**config.mk**
```make
export PLATFORM = sky130hd
export DESIGN_NAME = iaoq_unit
export DESIGN_NICKNAME = d
export VERILOG_FILES = /design/src/rtl/iaoq_unit.sv
export SDC_FILE = /design/constraint.sdc
export NUM_CORES = 1
export LEC_CHECK = 0
export ABC_AREA = 1
export CELL_PAD_IN_SITES_DETAIL_PLACEMENT = 0
export CELL_PAD_IN_SITES_GLOBAL_PLACEMENT = 1
export CORE_ASPECT_RATIO = 2
export CORE_UTILIZATION = 36
export DETAILED_ROUTE_END_ITERATION = 8
export GPL_ROUTABILITY_DRIVEN = 0
export PLACE_DENSITY_LB_ADDON = 0.1
export RECOVER_POWER = 50
export SLEW_MARGIN = 20
export SYNTH_ARGS = -nofsm -noshare
export SYNTH_HDL_FRONTEND = slang
export SYNTH_SLANG_ARGS = --single-unit
export TNS_END_PERCENT = 30
```
**constraint.sdc**
```tcl
create_clock -name clk -period 3.5 [get_ports clk]
set_clock_uncertainty 0.05 [all_clocks]
set_input_delay 0.525 -clock clk [delete_from_list [all_inputs] [get_ports clk]]
set_output_delay 0.525 -clock clk [all_outputs]
set_load 0.05 [all_outputs]
```
**src/rtl/iaoq_unit.sv**
```systemverilog
// rtl/iaoq_unit.sv - two-entry instruction address offset queue for the fetch stage
//
// Purpose: holds the IAOQ front (address being fetched) and back (next address),
// with delayed-branch advance, stall, trap entry with IIAOQ save, return from
// interrupt, and sticky double-fault detection.
//
// Ports:
//   clk          clock
//   reset        synchronous, active-high reset
//   le           advance enable (0 = stall)
//   br_taken     branch resolved taken this cycle
//   br_target    branch target address
//   trap         exception/interrupt request (not stallable)
//   rfi          return-from-interrupt
//   front        IAOQ front
//   back         IAOQ back
//   iiaoq_front  front captured at trap entry
//   iiaoq_back   back captured at trap entry
//   in_trap      1 while in TRAP state
//   dbl_fault    sticky; trap taken while already in TRAP
module iaoq_unit #(
  parameter int              AW         = 32,
  parameter int              INC        = 4,
  parameter logic [AW-1:0]   RESET_VEC  = '0,
  parameter logic [AW-1:0]   TRAP_VEC   = AW'('h100),
  parameter int              ALIGN_BITS = 2
) (
  input  logic          clk,
  input  logic          reset,
  input  logic          le,
  input  logic          br_taken,
  input  logic [AW-1:0] br_target,
  input  logic          trap,
  input  logic          rfi,
  output logic [AW-1:0] front,
  output logic [AW-1:0] back,
  output logic [AW-1:0] iiaoq_front,
  output logic [AW-1:0] iiaoq_back,
  output logic          in_trap,
  output logic          dbl_fault
);

  localparam logic [AW-1:0] INC_W      = AW'(INC);
  // Additions are modulo 2^AW by construction of the AW-bit result.
  localparam logic [AW-1:0] RESET_NEXT = RESET_VEC + INC_W;
  localparam logic [AW-1:0] TRAP_NEXT  = TRAP_VEC + INC_W;
  localparam logic [AW-1:0] ALIGN_MASK = ~(AW'((64'd1 << ALIGN_BITS) - 64'd1));

  typedef enum logic {S_RUN = 1'b0, S_TRAP = 1'b1} state_t;

  state_t        state, state_next;
  logic [AW-1:0] front_next, back_next;
  logic [AW-1:0] iiaoq_front_next, iiaoq_back_next;
  logic          dbl_next;

  // State and datapath registers.
  always_ff @(posedge clk) begin
    if (reset) begin
      state       <= S_RUN;
      front       <= RESET_VEC;
      back        <= RESET_NEXT;
      iiaoq_front <= '0;
      iiaoq_back  <= '0;
      dbl_fault   <= 1'b0;
    end else begin
      state       <= state_next;
      front       <= front_next;
      back        <= back_next;
      iiaoq_front <= iiaoq_front_next;
      iiaoq_back  <= iiaoq_back_next;
      dbl_fault   <= dbl_next;
    end
  end

  // Next-state: trap > rfi > br_taken > sequential; only trap ignores le.
  always_comb begin
    state_next       = state;
    front_next       = front;
    back_next        = back;
    iiaoq_front_next = iiaoq_front;
    iiaoq_back_next  = iiaoq_back;
    dbl_next         = dbl_fault;
    if (trap) begin
      front_next = TRAP_VEC;
      back_next  = TRAP_NEXT;
      state_next = S_TRAP;
      if (state == S_RUN) begin
        iiaoq_front_next = front;
        iiaoq_back_next  = back;
      end else begin
        // Nested trap: keep the original return point, flag the fault.
        dbl_next = 1'b1;
      end
    end else if (le) begin
      if (rfi && state == S_TRAP) begin
        front_next = iiaoq_front;
        back_next  = iiaoq_back;
        state_next = S_RUN;
      end else if (br_taken) begin
        // Delayed branch: old back still executes as the delay slot.
        front_next = back;
        back_next  = br_target & ALIGN_MASK;
      end else begin
        front_next = back;
        back_next  = back + INC_W;
      end
    end
  end

  // Outputs derived from the state register.
  always_comb begin
    in_trap = (state == S_TRAP);
  end

endmodule

```
==> flow_metrics.env <==
export IMPL_p_int_mw=2.97
export IMPL_cts_tree="done"
export IMPL_async_flop_share_pct=0
export IMPL_die_area_um2=18300
export IMPL_violations="max-capacitance violations, max-slew violations"
export IMPL_setup_viol_count_final=0
export IMPL_cts_sinks=130
export IMPL_crit_path_end_kind="flop"
export IMPL_synthAdderAreaFrac_pct=0.197
export IMPL_worstPathRequired_ns=3.81
export IMPL_syn_area_um2=6370
export IMPL_hp_class="reg -> reg"
export IMPL_hold_violations=0
export IMPL_drtIter0Drc=314
export IMPL_area_delta_synth_final_pct=37.4
export IMPL_grt_use_met1_pct=30.2
export IMPL_yosysTopAreaCellShare_pct=40.9
export IMPL_cts_buffers=17
export IMPL_synthTopCellsByArea="dfxtp_1 41%, nand2_1 20%, a21oi_1 6.0%, nor2_1 5.8%, o211ai_1 5.8%"
export IMPL_relSlewSlack_pct=-11.0
export IMPL_rsz0062_at_grt="false"
export IMPL_status="finished, violations left"
export IMPL_io_buffers=165
export IMPL_synth_cell_types=30
export IMPL_initial_core_util_pct=36.9
export IMPL_die_h_um=190
export IMPL_ant_nets=0
export IMPL_path_class="in -> reg"
export IMPL_dpl_hpwl_um=14700
export IMPL_postCtsSetupBuffers=0
export IMPL_maxCapViolCount=2
export IMPL_fillers=1798
export IMPL_clk_pin_slew_ns=0.06
export IMPL_ys_seq_area_share_pct=40.9
export IMPL_crit_top_cell="nand2_1"
export IMPL_die_x_um=96.0
export IMPL_grt_util_met2_pct=41.5
export IMPL_syn_area_per_cell_um2=6.63
export IMPL_reg2reg_slack_ns=1.07
export IMPL_drv_slew=146
export IMPL_fin_nets=1137
export IMPL_crit_slowest_cell="clkbuf_2"
export IMPL_synth_most_common_cell="nand2_1"
export IMPL_diodes=0
export IMPL_clock_path_buffers=2
export IMPL_rows=68
export IMPL_synth_nets=1000
export IMPL_antenna_found_initial=0
export IMPL_yosys_top_cells_count="334 x nand2_1, 130 x dfxtp_1, 98 x nor2_1, 76 x a21oi_1, 71 x inv_1"
export IMPL_path_max_fanout=76
export IMPL_grt_pass1_wl_um=33600
export IMPL_synth_edf_count=0
export IMPL_cp_arrival_ns=3.10
export IMPL_powerDensity_nw_per_um2=470
export IMPL_synth_mux_area_share_pct=0
export IMPL_post_cts_resized=0
export IMPL_cts_max_level=4
export IMPL_ctsHoldBuffers=0
export IMPL_drt_drc_violations_left=0
export IMPL_use_met3_pct=4.08
export IMPL_clk_latency_ns=0.41
export IMPL_drive_above_1_share_pct=6.30
export IMPL_p_sw_mw=1.14
export IMPL_synth_xor_area_share_pct=0.413
export IMPL_p_sw_share_pct=27.7
export IMPL_cts_root_buf="clkbuf_16"
export IMPL_grt_usage_pct=24.4
export IMPL_fin_ws_ns=0.714
export IMPL_max_vdd_ir_drop_mv=0.290
export IMPL_finalCriticalPeriod_ns=2.79
export IMPL_ioPinCount=168
export IMPL_power_mw=4.11
export IMPL_worstSetupStartpointType="input pin"
export IMPL_synth_cells=961
export IMPL_place_ws_ns=0.999
export IMPL_grt_max_degree=82
export IMPL_instances_no_fill=1321
export IMPL_worst_pin_slew_ns=1.67
export IMPL_grt_busiest_layer="met2"
export IMPL_core_area_um2=17300
export IMPL_vias_per_cell=4.99
export IMPL_vias=6597
export IMPL_yosysWarnings=0
export IMPL_grt_pass1_vias=6033
export IMPL_leakage_nw=3.48
export IMPL_finalSetupTns_ns=0
export IMPL_first_pass_iters=5
export IMPL_synth_ff_type="dfxtp_1"
export IMPL_yosys_area_share_simple_pct=32.9
export IMPL_path_cells="dlygate4sd3_1, nand2_1, clkbuf_2, nand2_1, nand3_1, o211ai_1, inv_1"
export IMPL_max_stage_delay_ns=1.15
export IMPL_synth_top_area_cell="dfxtp_1"
export IMPL_synth_top_family_by_area="simple AND/OR/NAND/NOR gates"
export IMPL_fmax_mhz=359
export IMPL_yosys_register_bits=130
export IMPL_seq_power_share_pct=38.5
export IMPL_pwr_share_clk_pct=47.0
export IMPL_cp_buffers_inverters=3
export IMPL_wire_per_inst_um=16.2
export IMPL_combPwrFrac_pct=14.5
export IMPL_wl_um=21400
export IMPL_dp_cells=1289
export IMPL_finalCritPeriodShare_pct=79.6
export IMPL_worst_path_dominant_cell_family="buffers and inverters"
export IMPL_synth_compound_area_share_pct=17.3
export IMPL_grt_ovfl_total=0
power by group through the flow:
stage | clock network, mW | registers, mW | logic [mW]
finish | 1.93 | 1.58 | 0.595
global route | 2.04 | 1.59 | 0.646
CTS | 1.97 | 1.59 | 0.607
detailed placement | 0 | 1.62 | 0.605
global placement | 0 | 1.62 | 0.602
floorplan | 0 | 1.77 | 0.229
per-stage QoR:
step / hold slack (ns) / utilization, % / instance area, um2
after floorplan: 0.620 / - / 6370
after global placement: 0.400 / 47.1 / 8140
after detailed placement: 0.414 / 47.1 / 8140
after CTS: 0.427 / 50.8 / 8780
after global routing: 0.447 / 50.7 / 8750
final: 0.418 / 50.7 / 8750
layer usage:
layer,vias to the layer above,routed length (um)
li1,3395,-
met1,3018,8890
met2,160,11100
met3,24,923
met4,0,484
met5,-,0
registers in the layout, summed over array words and instances (netlist names):
register,cells
back,32
front,32
iiaoq_back,32
iiaoq_front,32
dbl_fault,1
in_trap,1
worst paths after layout:
| check | startpoint | to | depth (start not counted) |
|---|---|---|---|
| max | rfi | front[15]$_SDFFE_PP0P_ | 7 |
| min | dbl_fault$_SDFFE_PP0P_ | dbl_fault$_SDFFE_PP0P_ | 2 |
| max reg2reg | in_trap$_SDFFE_PP0P_ | front[15]$_SDFFE_PP0P_ | 6 |
| min reg2reg | dbl_fault$_SDFFE_PP0P_ | dbl_fault$_SDFFE_PP0P_ | 2 |
layout by cell type, fill, tap and decap left out, types with 6 or more instances in the layout:
cell	Yosys	layout
a211oi_1	17	17
a21oi_1	76	78
buf_4	0	6
clkbuf_16	0	17
clkdlybuf4s50_1	0	140
dfxtp_1	130	130
dlygate4sd3_1	0	23
inv_1	71	71
nand2_1	334	334
nand3_1	64	64
nor2_1	98	99
nor2_2	7	6
o211ai_1	49	49
o21ai_0	12	13
o21bai_1	8	8
layout make-up:
cell class	count	area (um2)	area share, %
flip-flops and latches	130	2600	29.7
inverters	77	289	3.30
well taps	210	263	3.00
clock buffers	20	467	5.33
multi-input cells	696	3230	36.9
repair buffers	176	1720	19.7
clock inverters	12	178	2.03
tightest hold or removal path, delay by kind of cell (launching register included):
family,cells,cell delay (ns)
simple gates,1,0.07
flops,1,0.32
compound gates,1,0.04
logic make-up after synthesis:
family                   count (synthesis)
XOR/XNOR                                 3
AO/OA/AOI/OAI                          176
adder cells (fa/ha/maj)                  1
buffers and inverters                  135
AND/OR/NAND/NOR                        516
flip-flops                             130
Power figures use the tool's default switching activity.
